$ cat config.mk
export PLATFORM = sky130hd
export DESIGN_NAME = sar_adc_ctl
export DESIGN_NICKNAME = d
export VERILOG_FILES = /design/src/rtl/sar_adc_ctl.sv
export SDC_FILE = /design/constraint.sdc
export NUM_CORES = 1
export LEC_CHECK = 0
export CELL_PAD_IN_SITES_DETAIL_PLACEMENT = 0
export CELL_PAD_IN_SITES_GLOBAL_PLACEMENT = 1
export CORE_MARGIN = 5
export CORE_UTILIZATION = 37
export CTS_CLUSTER_SIZE = 28
export DETAILED_ROUTE_END_ITERATION = 10
export GPL_ROUTABILITY_DRIVEN = 0
export PLACE_DENSITY = 0.87
export SKIP_CTS_REPAIR_TIMING = 1
export SLEW_MARGIN = 15
export SYNTH_ARGS = -nofsm -noshare
export SYNTH_HDL_FRONTEND = slang
export SYNTH_SLANG_ARGS = --single-unit
$ cat constraint.sdc
create_clock -name clk -period 2.1 [get_ports clk]
set_input_delay 0.315 -clock clk [delete_from_list [all_inputs] [get_ports clk]]
set_output_delay 0.315 -clock clk [all_outputs]
set_load 0.02 [all_outputs]
$ cat src/rtl/sar_adc_ctl.sv
// SAR ADC sequencer: scans the enabled channels through S/H reset, track, hold and a
// 10-step binary search on the comparator, emitting one done strobe per finished result.
module sar_adc_ctl #(
  parameter int N_CHNL  = 14,
  parameter int RST_CYC = 4,
  parameter int SMP_CYC = 8,
  parameter int SET_CYC = 2,
  localparam int CW     = (N_CHNL > 1) ? $clog2(N_CHNL) : 1
) (
  input  logic              clk,
  input  logic              rstz,
  input  logic              start,
  input  logic              cont,
  input  logic              abort,
  input  logic [N_CHNL-1:0] chnl_en,
  input  logic              comp_o,
  output logic [N_CHNL-1:0] dac_sel,
  output logic              sh_rst,
  output logic              sh_hold,
  output logic [9:0]        dac_code,
  output logic              busy,
  output logic              done,
  output logic [9:0]        result,
  output logic [CW-1:0]     res_chnl
);

  typedef enum logic [2:0] {
    S_IDLE,
    S_RST,
    S_GAP,
    S_SMP,
    S_HLD,
    S_CNV,
    S_STO
  } state_t;

  // Phase counters count down to zero, so each load value is the phase length minus one.
  localparam logic [3:0] RST_LD = 4'(RST_CYC - 1);
  localparam logic [3:0] SMP_LD = 4'(SMP_CYC - 1);
  localparam logic [3:0] SET_LD = 4'(SET_CYC - 1);

  state_t              state;
  logic [N_CHNL-1:0]   shadow;
  logic [CW-1:0]       cur;
  logic [3:0]          cnt;
  logic [3:0]          bit_idx;

  logic [CW-1:0]       first_en;
  logic [CW-1:0]       first_sh;
  logic [CW-1:0]       next_idx;
  logic                next_vld;
  logic [N_CHNL-1:0]   cur_onehot;
  logic [9:0]          bit_mask;
  logic [9:0]          trial_keep;

  // Channel selection: the descending loop leaves the lowest qualifying index in place.
  always_comb begin
    // NOTE: every combinational output gets a default first, so no path can infer a latch.
    first_en   = '0;
    first_sh   = '0;
    next_idx   = '0;
    next_vld   = 1'b0;
    cur_onehot = '0;
    for (int i = N_CHNL - 1; i >= 0; i--) begin
      if (chnl_en[i]) first_en = CW'(i);
      if (shadow[i])  first_sh = CW'(i);
      if (shadow[i] && (i > int'(cur))) begin
        next_idx = CW'(i);
        next_vld = 1'b1;
      end
      cur_onehot[i] = (int'(cur) == i);
    end
  end

  // The trial code is kept bits plus the bit under test, so the decision either keeps it or drops it.
  always_comb begin
    bit_mask   = 10'd1 << bit_idx;
    trial_keep = comp_o ? dac_code : (dac_code & ~bit_mask);
  end

  always_ff @(posedge clk or negedge rstz) begin
    if (!rstz) begin
      state    <= S_IDLE;
      shadow   <= '0;
      cur      <= '0;
      cnt      <= '0;
      bit_idx  <= '0;
      dac_sel  <= '0;
      sh_rst   <= 1'b0;
      sh_hold  <= 1'b1;
      dac_code <= '0;
      busy     <= 1'b0;
      done     <= 1'b0;
      result   <= '0;
      res_chnl <= '0;
    end else begin
      // NOTE: non-blocking throughout; this default is overridden by a later assignment on the STO entry edge.
      done <= 1'b0;
      if (abort && (state != S_IDLE)) begin
        state    <= S_IDLE;
        dac_sel  <= '0;
        sh_rst   <= 1'b0;
        sh_hold  <= 1'b1;
        dac_code <= '0;
        busy     <= 1'b0;
      end else begin
        case (state)
          S_IDLE: begin
            if (start && (chnl_en != '0)) begin
              state    <= S_RST;
              shadow   <= chnl_en;
              cur      <= first_en;
              cnt      <= RST_LD;
              sh_rst   <= 1'b1;
              sh_hold  <= 1'b1;
              dac_sel  <= '0;
              dac_code <= '0;
              busy     <= 1'b1;
            end
          end

          S_RST: begin
            if (cnt == 4'd0) begin
              state  <= S_GAP;
              sh_rst <= 1'b0;
            end else begin
              cnt <= cnt - 4'd1;
            end
          end

          S_GAP: begin
            state   <= S_SMP;
            cnt     <= SMP_LD;
            dac_sel <= cur_onehot;
            sh_hold <= 1'b0;
          end

          S_SMP: begin
            if (cnt == 4'd0) begin
              state   <= S_HLD;
              sh_hold <= 1'b1;
            end else begin
              cnt <= cnt - 4'd1;
            end
          end

          // Hold went high on the previous edge; only now is the channel released.
          S_HLD: begin
            state    <= S_CNV;
            dac_sel  <= '0;
            bit_idx  <= 4'd9;
            cnt      <= SET_LD;
            dac_code <= 10'h200;
          end

          S_CNV: begin
            if (cnt == 4'd0) begin
              if (bit_idx == 4'd0) begin
                state    <= S_STO;
                dac_code <= trial_keep;
                result   <= trial_keep;
                res_chnl <= cur;
                done     <= 1'b1;
              end else begin
                bit_idx  <= bit_idx - 4'd1;
                dac_code <= trial_keep | (bit_mask >> 1);
                cnt      <= SET_LD;
              end
            end else begin
              cnt <= cnt - 4'd1;
            end
          end

          S_STO: begin
            if (next_vld || cont) begin
              state    <= S_RST;
              cur      <= next_vld ? next_idx : first_sh;
              cnt      <= RST_LD;
              sh_rst   <= 1'b1;
              dac_code <= '0;
            end else begin
              state    <= S_IDLE;
              dac_code <= '0;
              busy     <= 1'b0;
            end
          end

          default: begin
            state    <= S_IDLE;
            dac_sel  <= '0;
            sh_rst   <= 1'b0;
            sh_hold  <= 1'b1;
            dac_code <= '0;
            busy     <= 1'b0;
          end
        endcase
      end
    end
  end

endmodule

==> impl_metrics.toml <==
[critical_path]
worstSetupEndpointType = "register"
worstPathArrival_ps = 2400
reg2reg_depth = 8
critical_path.max_fanout = 8
reg2reg_from = "cur[1]$_DFFE_PN0P_"
critPathLaunchType = "register"
reg2reg_to = "cur[0]$_DFFE_PN0P_"
r2r_setup_slack_ps = -40
critPathRequiredTime_ps = 2360
worstSetupPathType = "register to register"

[finish]
layout_commonest_cell = "buf_4"
n_antenna_cell = 0
final_util_pct = 53.90
regArea_sq_mm = 0.001782
multi_input_area_sq_mm = 0.002213
final_nets = 611
final_cell_mix = "buf_4 (79), dfrtp_1 (67), clkdlybuf4s50_1 (60), nand2_1 (57), o21ai_0 (36)"
drive_gt1_share_pct = 27.84
syn_to_final_growth_pct = 43.44
n_fill_cell = 943

[routing]
dr.max_layer_used = "met4"
wl_per_cell_microns = 15.34
via_per_inst = 5.229
antenna_left = 0
drt-pass1-iter-count = 4
drt_wl_total_microns = 11190
met2_length_microns = 5230
route.met3.wl_microns = 718
drc = 0
via_count = 3812
wl_met1_microns = 5090
drt-initial-drc-count = 199

[power_and_ir_drop]
internal-power_mw = 3.316
ir_drop_mv = 0.4689
power.total_mw = 5.426
leakagePower_nw = 2.507
powerDensity_mw_per_mm2 = 932.9
netSwitchingFraction_pct = 38.88
combinationalPowerShare_pct = 46.7
p_clk_share_pct = 18.2
p_sw_mw = 2.110
p_seq_share_pct = 35.1

[synth]
synth_mux_area_share_pct = 4.443
netlist_instances = 440
yosys.area_share.simple_pct = 20.43
synth_edf_count = 0
yosys_warnings = 0
ys_types = 60
ys_seq_elements = 71
synthArstFlopShare_pct = 100.0
synth_xor_area_share_pct = 0.6479
synth-adder-area-share_pct = 2.407
syn_avg_cell_area_sq_um = 9.216
syn_area_sq_mm = 0.004055
syn_nets = 467
ys_seq_area_share_pct = 43.84
synth_top_family_by_area = "compound AO/OA/AOI/OAI gates"
synth_compound_area_share_pct = 22.89
synth_flop_cell = "dfrtp_1"

[floorplanning]
fp.dieH_microns = 114.7
dieWidth_microns = 114.7
initial_core_util_pct = 37.57
core_region_area_sq_mm = 0.01079
io_pins = 62
die-area_sq_mm = 0.01315
row_count = 38

[timing]
worstMarginPinSlew_ps = 502.2
finalHoldViolCount = 0
layout_min_cycle_time_ps = 2140
max_slew_margin_pct = 66.52
rsz0062_at_grt = "yes"
hold_ws_ps = 475.7
finalWorstSetupSlack_ps = -39.69
setup_tns_ps = -46.26
fmax_mhz = 467.4
final_max_slew_viol_count = 0
final-setup-viol-count = 2
fin_crit_sh_pct = 101.9
fin_worst_skew_ps = 14.55

[clocking]
root_buffer = "clkbuf_8"
htreeDepth = 3
tritoncts = "done"
clk_pin_slew_ps = 80
cts.path.max_buffers = 2
cts_buffers = 9
clock-sinks = 71
clkLatencyLatePin_ps = 350

[global_route]
grt_pass1_vias = 3608
antenna_found_initial = 0
grtUsageTotal_pct = 16.49
grt_max_degree = 27
grt_first_pass_wirelength_microns = 17560
grt_remaining_overflow = 0

[status]
violations = "negative setup slack"
outcome = "finished, violations left"

[placed_design]
io_buffers = 61
hpwl_microns = 8285
dp_slack_ps = -345.4

[run]
cap_violations = 0

[min_path]
hold_class = "input pin to async pin"
==> per-layer routing <==
| layer | GRT usage, % | vias to the layer above |
|---|---|---|
| met5 | 0 | - |
| met4 | 5.321 | 0 |
| met3 | 3.277 | 12 |
| met2 | 25.22 | 113 |
| met1 | 23.49 | 1821 |
| li1 | - | 1866 |
==> cell type report <==
cell class | instances | area share, %
Multi-Input combinational cell | 323 | 38.05
Sequential cell | 71 | 30.63
Timing Repair Buffer | 152 | 23.55
Tap cell | 140 | 3.011
Clock buffer | 11 | 2.431
Inverter | 27 | 1.742
Clock inverter | 5 | 0.5808
==> synth_stat cells, types with 9 or more instances <==
cell type   n  area (sq um)
mux2_2     13         146.4
nand2b_1   15         93.84
inv_1      27         101.4
dfrtp_1    70          1752
nor4_1      9         56.30
o21ai_0    39         195.2
a21oi_1    21         105.1
o31ai_1     9         67.56
nor3_1     12         60.06
nor2_1     26         97.59
nand2_1    60         225.2
==> flip-flops by register name, indices dropped and copies added (netlist names) <==
signal    flops
shadow       14
state         3
dac_sel      14
busy          1
result       10
cur           4
bit_idx       4
dac_code     10
sh_rst        1
sh_hold       1
res_chnl      4
cnt           4
done          1
==> cell families after synthesis <==
logic type | Yosys count
and+or+nand+nor | 164
AOI/OAI and AO/OA | 131
DFF | 71
buffers and inverters | 47
muxes | 16
adders and majority gates | 8
xor gates and xnor gates | 3
==> worst max path at each step <==
stage / start / end / slack (ps) / cells after the start
after floorplan: bit_idx[0]$_DFFE_PN0P_ / cnt[1]$_DFFE_PN0P_ / 5 / 9
after global placement: chnl_en[4] / cnt[2]$_DFFE_PN0P_ / -260 / 8
after detailed placement: chnl_en[0] / dac_sel[11]$_DFFE_PN0P_ / -350 / 8
after CTS: cur[0]$_DFFE_PN0P_ / cnt[3]$_DFFE_PN0P_ / -110 / 7
after global routing: cur[1]$_DFFE_PN0P_ / cur[1]$_DFFE_PN0P_ / -90 / 9
final: cur[1]$_DFFE_PN0P_ / cur[0]$_DFFE_PN0P_ / -40 / 8
==> through the flow <==
step / area [sq um] / cells
after floorplan: 4055 / 440
after global placement: 5326 / 695
after detailed placement: 5326 / 695
after CTS: 5502 / 711
after global routing: 5817 / 729
final: 5817 / 729
==> critical path, stage by stage, from the launching register on <==
cell and delay (ps):
dfrtp_2 460, buf_6 130, or4b_4 540, nand2_2 100
nor2_2 60, o211ai_4 180, o311ai_4 150, buf_6 160
o31ai_2 260
==> power by group through the flow <==
stage                     Sequential, mW  Combinational (mW)  Clock, mW
final                               1.90                2.54      0.987
after global routing                1.93                2.74       1.08
after CTS                           1.89                2.13       1.00
after detailed placement            1.91                2.12          0
after global placement              1.90                2.05          0
after floorplan                     1.87                1.30          0
Note: power is estimated with default switching activity, not from simulation.
